==> src/rtl/add_sub_rr_sched.sv <==
// ----------------------------------------------------------------------------
// add_sub_rr_sched
//
// Round-robin scheduler that shares a single WIDTH-bit add/subtract datapath
// between two requesters. A granted request is latched in IDLE, computed in
// EXEC (one cycle), and presented on the response channel in RESP until the
// consumer accepts it. The ID of the last served requester decides ties, so
// two continuously active requesters are served alternately.
//
// Parameters:
//   WIDTH  operand / result width in bits
//   CNT_W  width of the completed-operation counter (wraps)
//
// Ports:
//   clk          rising-edge clock
//   rst          synchronous active-high reset
//   req0_*       requester 0: valid/ready handshake, operands a/b, select
//   req1_*       requester 1: valid/ready handshake, operands a/b, select
//                (select: 0 = a+b, 1 = a-b)
//   resp_valid   result available (high in RESP)
//   resp_ready   consumer accepts the result
//   resp_id      requester that owns the result
//   resp_result  a +/- b modulo 2^WIDTH
//   busy         high while an operation is in EXEC or RESP
//   op_count     number of completed responses, wraps
//
// Optional feature (macro ADD_SUB_SCHED_FLAGS_EN):
//   resp_carry   carry-out of the operation (for subtract, 1 = no borrow)
//   resp_ovf     signed two's-complement overflow
// ----------------------------------------------------------------------------
module add_sub_rr_sched #(
    parameter int WIDTH = 4,
    parameter int CNT_W = 8
) (
    input  logic             clk,
    input  logic             rst,
    input  logic             req0_valid,
    output logic             req0_ready,
    input  logic [WIDTH-1:0] req0_a,
    input  logic [WIDTH-1:0] req0_b,
    input  logic             req0_select,
    input  logic             req1_valid,
    output logic             req1_ready,
    input  logic [WIDTH-1:0] req1_a,
    input  logic [WIDTH-1:0] req1_b,
    input  logic             req1_select,
    output logic             resp_valid,
    input  logic             resp_ready,
    output logic             resp_id,
    output logic [WIDTH-1:0] resp_result,
    output logic             busy,
    output logic [CNT_W-1:0] op_count
`ifdef ADD_SUB_SCHED_FLAGS_EN
    ,
    output logic             resp_carry,
    output logic             resp_ovf
`endif
);

    typedef enum logic [1:0] {
        IDLE = 2'd0,
        EXEC = 2'd1,
        RESP = 2'd2
    } state_t;

    state_t state;
    state_t next_state;

    logic             last_grant;
    logic             grant_any;
    logic             grant_id;
    logic             accept;
    logic             resp_fire;

    logic [WIDTH-1:0] lat_a;
    logic [WIDTH-1:0] lat_b;
    logic             lat_select;
    logic             lat_id;

    // Subtraction is a + ~b + 1: invert b and feed select in as the carry-in.
    logic [WIDTH-1:0] operand_b;
`ifdef ADD_SUB_SCHED_FLAGS_EN
    logic [WIDTH:0]   sum;
`else
    logic [WIDTH-1:0] sum;
`endif

    // ------------------------------------------------------------------------
    // Arbitration: a lone valid requester wins; on a tie the requester that
    // was not served last wins.
    // ------------------------------------------------------------------------
    always_comb begin
        // NOTE: every signal assigned in a combinational block gets a default
        // first, so no path leaves it unassigned and no latch is inferred.
        grant_any = 1'b0;
        grant_id  = 1'b0;
        if (req0_valid && req1_valid) begin
            grant_any = 1'b1;
            grant_id  = ~last_grant;
        end else if (req0_valid) begin
            grant_any = 1'b1;
            grant_id  = 1'b0;
        end else if (req1_valid) begin
            grant_any = 1'b1;
            grant_id  = 1'b1;
        end
    end

    assign accept    = (state == IDLE) && grant_any;
    assign resp_fire = (state == RESP) && resp_ready;

    // ------------------------------------------------------------------------
    // FSM: state register
    // ------------------------------------------------------------------------
    always_ff @(posedge clk) begin
        // NOTE: sequential state uses non-blocking assignments so every
        // register samples pre-edge values regardless of statement order.
        if (rst) begin
            state <= IDLE;
        end else begin
            state <= next_state;
        end
    end

    // ------------------------------------------------------------------------
    // FSM: next-state logic
    // ------------------------------------------------------------------------
    always_comb begin
        next_state = state;
        unique case (state)
            IDLE:    if (accept)    next_state = EXEC;
            EXEC:                   next_state = RESP;
            RESP:    if (resp_ready) next_state = IDLE;
            default:                next_state = IDLE;
        endcase
    end

    // ------------------------------------------------------------------------
    // FSM: outputs decoded from state
    // ------------------------------------------------------------------------
    always_comb begin
        req0_ready = 1'b0;
        req1_ready = 1'b0;
        if (accept) begin
            req0_ready = ~grant_id;
            req1_ready =  grant_id;
        end
        resp_valid = (state == RESP);
        busy       = (state != IDLE);
    end

    // ------------------------------------------------------------------------
    // Datapath
    // ------------------------------------------------------------------------
    assign operand_b = lat_select ? ~lat_b : lat_b;

`ifdef ADD_SUB_SCHED_FLAGS_EN
    assign sum = {1'b0, lat_a} + {1'b0, operand_b} + {{WIDTH{1'b0}}, lat_select};
`else
    assign sum = lat_a + operand_b + {{(WIDTH-1){1'b0}}, lat_select};
`endif

    always_ff @(posedge clk) begin
        if (rst) begin
            lat_a       <= '0;
            lat_b       <= '0;
            lat_select  <= 1'b0;
            lat_id      <= 1'b0;
            resp_id     <= 1'b0;
            resp_result <= '0;
            last_grant  <= 1'b1;
            op_count    <= '0;
        end else begin
            if (accept) begin
                lat_a      <= grant_id ? req1_a      : req0_a;
                lat_b      <= grant_id ? req1_b      : req0_b;
                lat_select <= grant_id ? req1_select : req0_select;
                lat_id     <= grant_id;
            end
            if (state == EXEC) begin
                resp_id     <= lat_id;
                resp_result <= sum[WIDTH-1:0];
            end
            // Fairness history only advances once the result is delivered.
            if (resp_fire) begin
                last_grant <= resp_id;
                op_count   <= op_count + 1'b1;
            end
        end
    end

`ifdef ADD_SUB_SCHED_FLAGS_EN
    // Overflow: both effective operands share a sign and the result does not.
    always_ff @(posedge clk) begin
        if (rst) begin
            resp_carry <= 1'b0;
            resp_ovf   <= 1'b0;
        end else if (state == EXEC) begin
            resp_carry <= sum[WIDTH];
            resp_ovf   <= (lat_a[WIDTH-1] == operand_b[WIDTH-1]) &&
                          (sum[WIDTH-1]   != lat_a[WIDTH-1]);
        end
    end
`endif

endmodule
==> config.mk <==
export PLATFORM = sky130hd
export DESIGN_NAME = add_sub_rr_sched
export DESIGN_NICKNAME = d
export VERILOG_FILES = /design/src/rtl/add_sub_rr_sched.sv
export SDC_FILE = /design/constraint.sdc
export NUM_CORES = 1
export LEC_CHECK = 0
export CAP_MARGIN = 10
export CORE_MARGIN = 5
export CORE_UTILIZATION = 46
export CTS_CLUSTER_DIAMETER = 40
export DETAILED_ROUTE_END_ITERATION = 10
export GPL_TIMING_DRIVEN = 0
export PLACE_DENSITY = 0.82
export SETUP_SLACK_MARGIN = 0.3
export SYNTH_ARGS = -nofsm -noshare
export SYNTH_HDL_FRONTEND = slang
export SYNTH_SLANG_ARGS = --single-unit
==> constraint.sdc <==
create_clock -name clk -period 2.4 [get_ports clk]
set_clock_uncertainty 0.2 [all_clocks]
set_input_delay 0.36 -clock clk [delete_from_list [all_inputs] [get_ports clk]]
set_output_delay 0.36 -clock clk [all_outputs]
set_load 0.005 [all_outputs]
# --- Word-level counts from Yosys, hierarchy flattened ---
# Cells that the tools add are included.
op_classes:
  add_sub_neg: 3
  eq_ne: 4
  muxes: 14
  n_bitwise: 3
  n_reduce_logical: 6
ops:
  columns: ["operator", "n"]
  rows:
  - ["$mux 4", 3]
  - ["$add 8x1->8 const B", 1]
  - ["$mux 1", 8]
  - ["$pmux 2 s3", 1]
  - ["$add 4x1->4", 1]
  - ["$add 4x4->4", 1]
  - ["$mux 2", 2]
  - ["$not 4->4", 1]
  - ["$logic_and 1x1->1", 3]
  - ["$eq 2x1->1 const B", 1]
  - ["$eq 2x2->1 const B", 1]
  - ["$logic_not 2->1", 1]
  - ["$ne 2x1->1 const B", 1]
  - ["$ne 2x2->1 const B", 1]
  - ["$not 1->1", 2]
  - ["$reduce_and 2->1", 1]
  - ["$reduce_bool 2->1", 1]
word_totals:
  reg_bits: 26
  inputBits: 23

# --- Logic depth before layout (Yosys ltp) ---
depth:
  word_depth: 6
  mapped_depth: 5
  mapped_depth_nobuf: 5

# --- Worst setup path after synthesis ---
# No wires, ideal clock.
synth_path:
  kind: "flip-flop to flip-flop"
  startpoint: "register lat_select"
  endpoint: "register resp_result[3]"
  setup_time_ps: 64
  t_arrival_ps: 1500
  t_required_ps: 2136
  slack_ps: 636
  stages_incl_launch_ff: 6
  path_buffers: 0
  cell_sequence: "dfxtp_1 xor2_1 ha_1 and2_1 a2111o_1 nand4_1"
synth_via:
  elab_chain_len: 3
synth_lines:
  columns: ["item", "line_no", "text"]
  rows:
  - ["start, declared", "77", "logic lat_select;"]
  - ["start signal, assigned", "177", "lat_select <= grant_id ? req1_select : req0_select;"]
  - ["$mux 4", "155", "assign operand_b = lat_select ? ~lat_b : lat_b;"]
  - ["$add 4x4->4", "160", "assign sum = lat_a + operand_b + {{(WIDTH-1){1'b0}}, lat_select};"]
  - ["$add 4x1->4 *", "160", null]
  - ["end signal, assigned", "182", "resp_result <= sum[WIDTH-1:0];"]
  - ["end, declared", "50", "output logic [WIDTH-1:0] resp_result,"]
# Mark *: on every way between the ends. The rest lies on a longest branch, timed or not.
# A chain may end at the register's enable or synchronous reset.

# --- Worst setup path after layout ---
layout_path:
  startpoint: "register state[1]"
  endpoint: "output resp_valid"
layout_via:
  elab_chain_len: 1
layout_lines:
  columns: ["item", "line_no", "text"]
  rows:
  - ["start, declared", "66", "state_t state;"]
  - ["start signal, assigned", "121", "state <= next_state;"]
  - ["$eq 2x2->1", "148", "resp_valid = (state == RESP);"]
  - ["end, declared", "47", "output logic resp_valid,"]
# Every way passes these cells.

==> flow_summary.yaml <==
place:
  place_area_mm2: 0.001754
  dp_hpwl_mm: 2.601
  io_buffers: 39
  place_ws_ps: -209.9
  gp_congestion: 0.8651
worst_setup_path:
  cp.arrival_ps: 1500
  cp_max_fo: 7
  r2r_slack_ps: 450
  reg2reg_from: "lat_select$_SDFFE_PP0P_"
  cpMaxStageDelayCell: "clkdlybuf4s50_1"
  cp-end-kind: "output port"
  path_cells: "buf_8, nor2b_4, clkdlybuf4s50_1"
  slowest_delay_ps: 510
  worstReg2RegEnd: "resp_result[3]$_SDFFE_PP0N_"
  worstRegToRegCells: 5
  critPathLaunchType: "flop"
  worstPathRequired_ps: 1840
  criticalPathCategory: "flop to output port"
  crit_start: "state[1]$_SDFFE_PP0P_"
clock_network:
  worstSkewPairLatency_ps: 320
  postCtsHoldBufs: 0
  cts.clk_slew.worst_paths_ps: 140
  cts_tree: "yes"
  cts.sinks: 26
  cts_root_buf: "clkbuf_4"
  numCtsBuffers: 3
  clk_path_buf_depth: 2
  cts_max_level: 1
yosys:
  synth_cell_types: 41
  ys_seq_area_share_pct: 39.28
  ys_ff_latch: 26
  avgSynthCellArea_um2: 8.953
  async_flop_share_pct: 0
  ys.warnings.count: 0
  ys.flop_type: "dfxtp_1"
  syn-num-nets: 175
  synth_edf_count: 0
  synth_area_mm2: 0.001325
  synth_cells: 148
sta:
  tightest_slew_ps: 667.4
  holdWs_ps: 294.7
  slew_headroom_pct: 55.34
  setup_tns_ps: 0
  final.setup.worst_slack_ps: 337.4
  period_share_pct: 85.94
  slew_viol_final: 0
  period_needed_ps: 2063
  max_freq_mhz: 484.8
  setup_viol: 0
  timing.final.hold_violations: 0
  rsz0062_at_grt: "yes"
run:
  drv_cap: 0
finish:
  n_antenna_cell: 0
  most-common-layout-cells: "34 x clkdlybuf4s50_1, 25 x dfxtp_1, 22 x nand3_1, 9 x nor2_1, 9 x a31oi_1"
  layout_commonest_cell: "clkdlybuf4s50_1"
  drive_above_1_share_pct: 11.73
  fin_area_mm2: 0.001897
  syn_to_final_growth_pct: 43.15
  fin_nets: 224
floorplan:
  initial_core_util_pct: 48.05
  core-area_mm2: 0.002758
  io-pin-count: 40
  die_y_um: 63.67
  die_area_mm2: 0.004054
  fp.dieW_um: 63.67
  rows: 19
hold_path:
  whs_path_depth: 2
  min_path_type: "flop to flop"
  min_from: "lat_id$_SDFFE_PP0P_"
  whs_endpoint: "lat_id$_SDFFE_PP0P_"
detailed_routing:
  wl_per_cell_um: 15.91
  antenna_left: 0
  routed_wl_mm: 3.612
  drt_iter0_drc: 82
  vias: 1340
  remaining_drc_errors: 0
  drtPass1Iterations: 5
  vias_per_cell: 5.903
global_route:
  grt_pass1_vias: 1352
  track_usage_pct: 18.13
  antenna_found_initial: 0
  grt_max_degree: 16
  overflow: 0
  grt_pass1_wl_mm: 5.954
power:
  powerDensity_mw_per_mm2: 552.8
  ir_drop_v: 0.0003990
  p_leak_nw: 0.7409
status:
  outcome: "complete, no violations"
==> where the power goes <==
part	total, mW	internal, mW	switching (mW)
registers	0.481	0.460	0.0214
clock network	0.304	0.169	0.135
logic	0.264	0.147	0.117
total	1.05	0.775	0.273
==> registers in the layout (all words and copies together), names as in the netlist <==
signal,count
lat_b,4
last_grant,1
resp_result,4
lat_a,4
lat_id,1
resp_id,1
state,2
op_count,8
lat_select,1
==> kinds of logic (layout without fill, tap and decap cells) <==
kind of cell / after synthesis / count (layout) / synth area share, %
and+or+nand+nor: 59 / 59 / 25.59
AOI/OAI and AO/OA: 35 / 35 / 17.19
DFF: 26 / 26 / 39.28
buffers and inverters: 13 / 61 / 4.627
xor gates and xnor gates: 6 / 6 / 5.005
muxes: 5 / 5 / 3.966
adders and majority gates: 4 / 4 / 4.344
==> area by class of cell <==
type | count | area (um2)
tap | 31 | 38.79
clock buffer | 3 | 22.52
inverter | 3 | 11.26
clock inverter | 1 | 30.03
fill | 217 | 860.8
timing repair buffer | 44 | 426.7
multi-input combinational | 109 | 764.5
sequential | 26 | 521.8
buffer | 10 | 81.33
==> cell usage after synthesis, types with 3 or more instances <==
library cell / number / area share (%)
nand4_1: 3 / 1.4
nor2_1: 9 / 2.5
nor2b_1: 3 / 1.4
ha_1: 3 / 2.8
o31ai_1: 3 / 1.7
mux2i_1: 3 / 2.3
clkbuf_1: 7 / 2.0
nand2_1: 4 / 1.1
dfxtp_1: 26 / 39
a31oi_1: 9 / 4.2
inv_1: 3 / 0.85
xor2_1: 3 / 2.0
or4_1: 3 / 1.7
o21ai_1: 8 / 3.0
a21oi_1: 7 / 2.6
nand3_1: 22 / 8.3
==> worst max-delay path by stage <==
stage	to	slack, ps	cells after the start
6_report	resp_valid	340	3
5_1_grt	resp_valid	280	3
4_1_cts	req0_ready	270	5
3_5_place_dp	req0_ready	-210	5
3_3_place_gp	req0_ready	-210	5
2_1_floorplan	resp_result[3]$_SDFFE_PP0N_	640	5
==> per-stage QoR <==
step	total power, mW	instances	utilization, %
after floorplan	0.6200	148	-
after global placement	0.7144	218	63.61
final	1.049	227	68.78
after CTS	1.039	225	67.65
after global routing	1.096	227	68.78
after detailed placement	0.7252	218	63.61
==> routing by layer <==
metal | part of all wire (%) | up-vias | routed length [um] | track usage (%)
met1 | 40 | 627 | 1454 | 20.93
met4 | 3.8 | 0 | 139 | 9.870
met3 | 5.7 | 14 | 205 | 3.020
li1 | - | 645 | - | -
met5 | 0 | - | 0 | 0
met2 | 50 | 54 | 1813 | 31.35
==> repair_timing <==
action                                  in CTS  in global routing
resized for setup                           17                  6
endpoints found under the hold margin        0                  0
endpoints found under the setup margin       4                  3
pin swaps                                    3                  0
setup buffers                                3                  2
==> critical path, delay by kind of cell (launching register included) <==
family,cells,cell delay [ps]
flip-flops,1,380
buffers and inverters,2,640
AND/OR/NAND/NOR,1,160
Note: power is estimated with default switching activity, not from simulation.
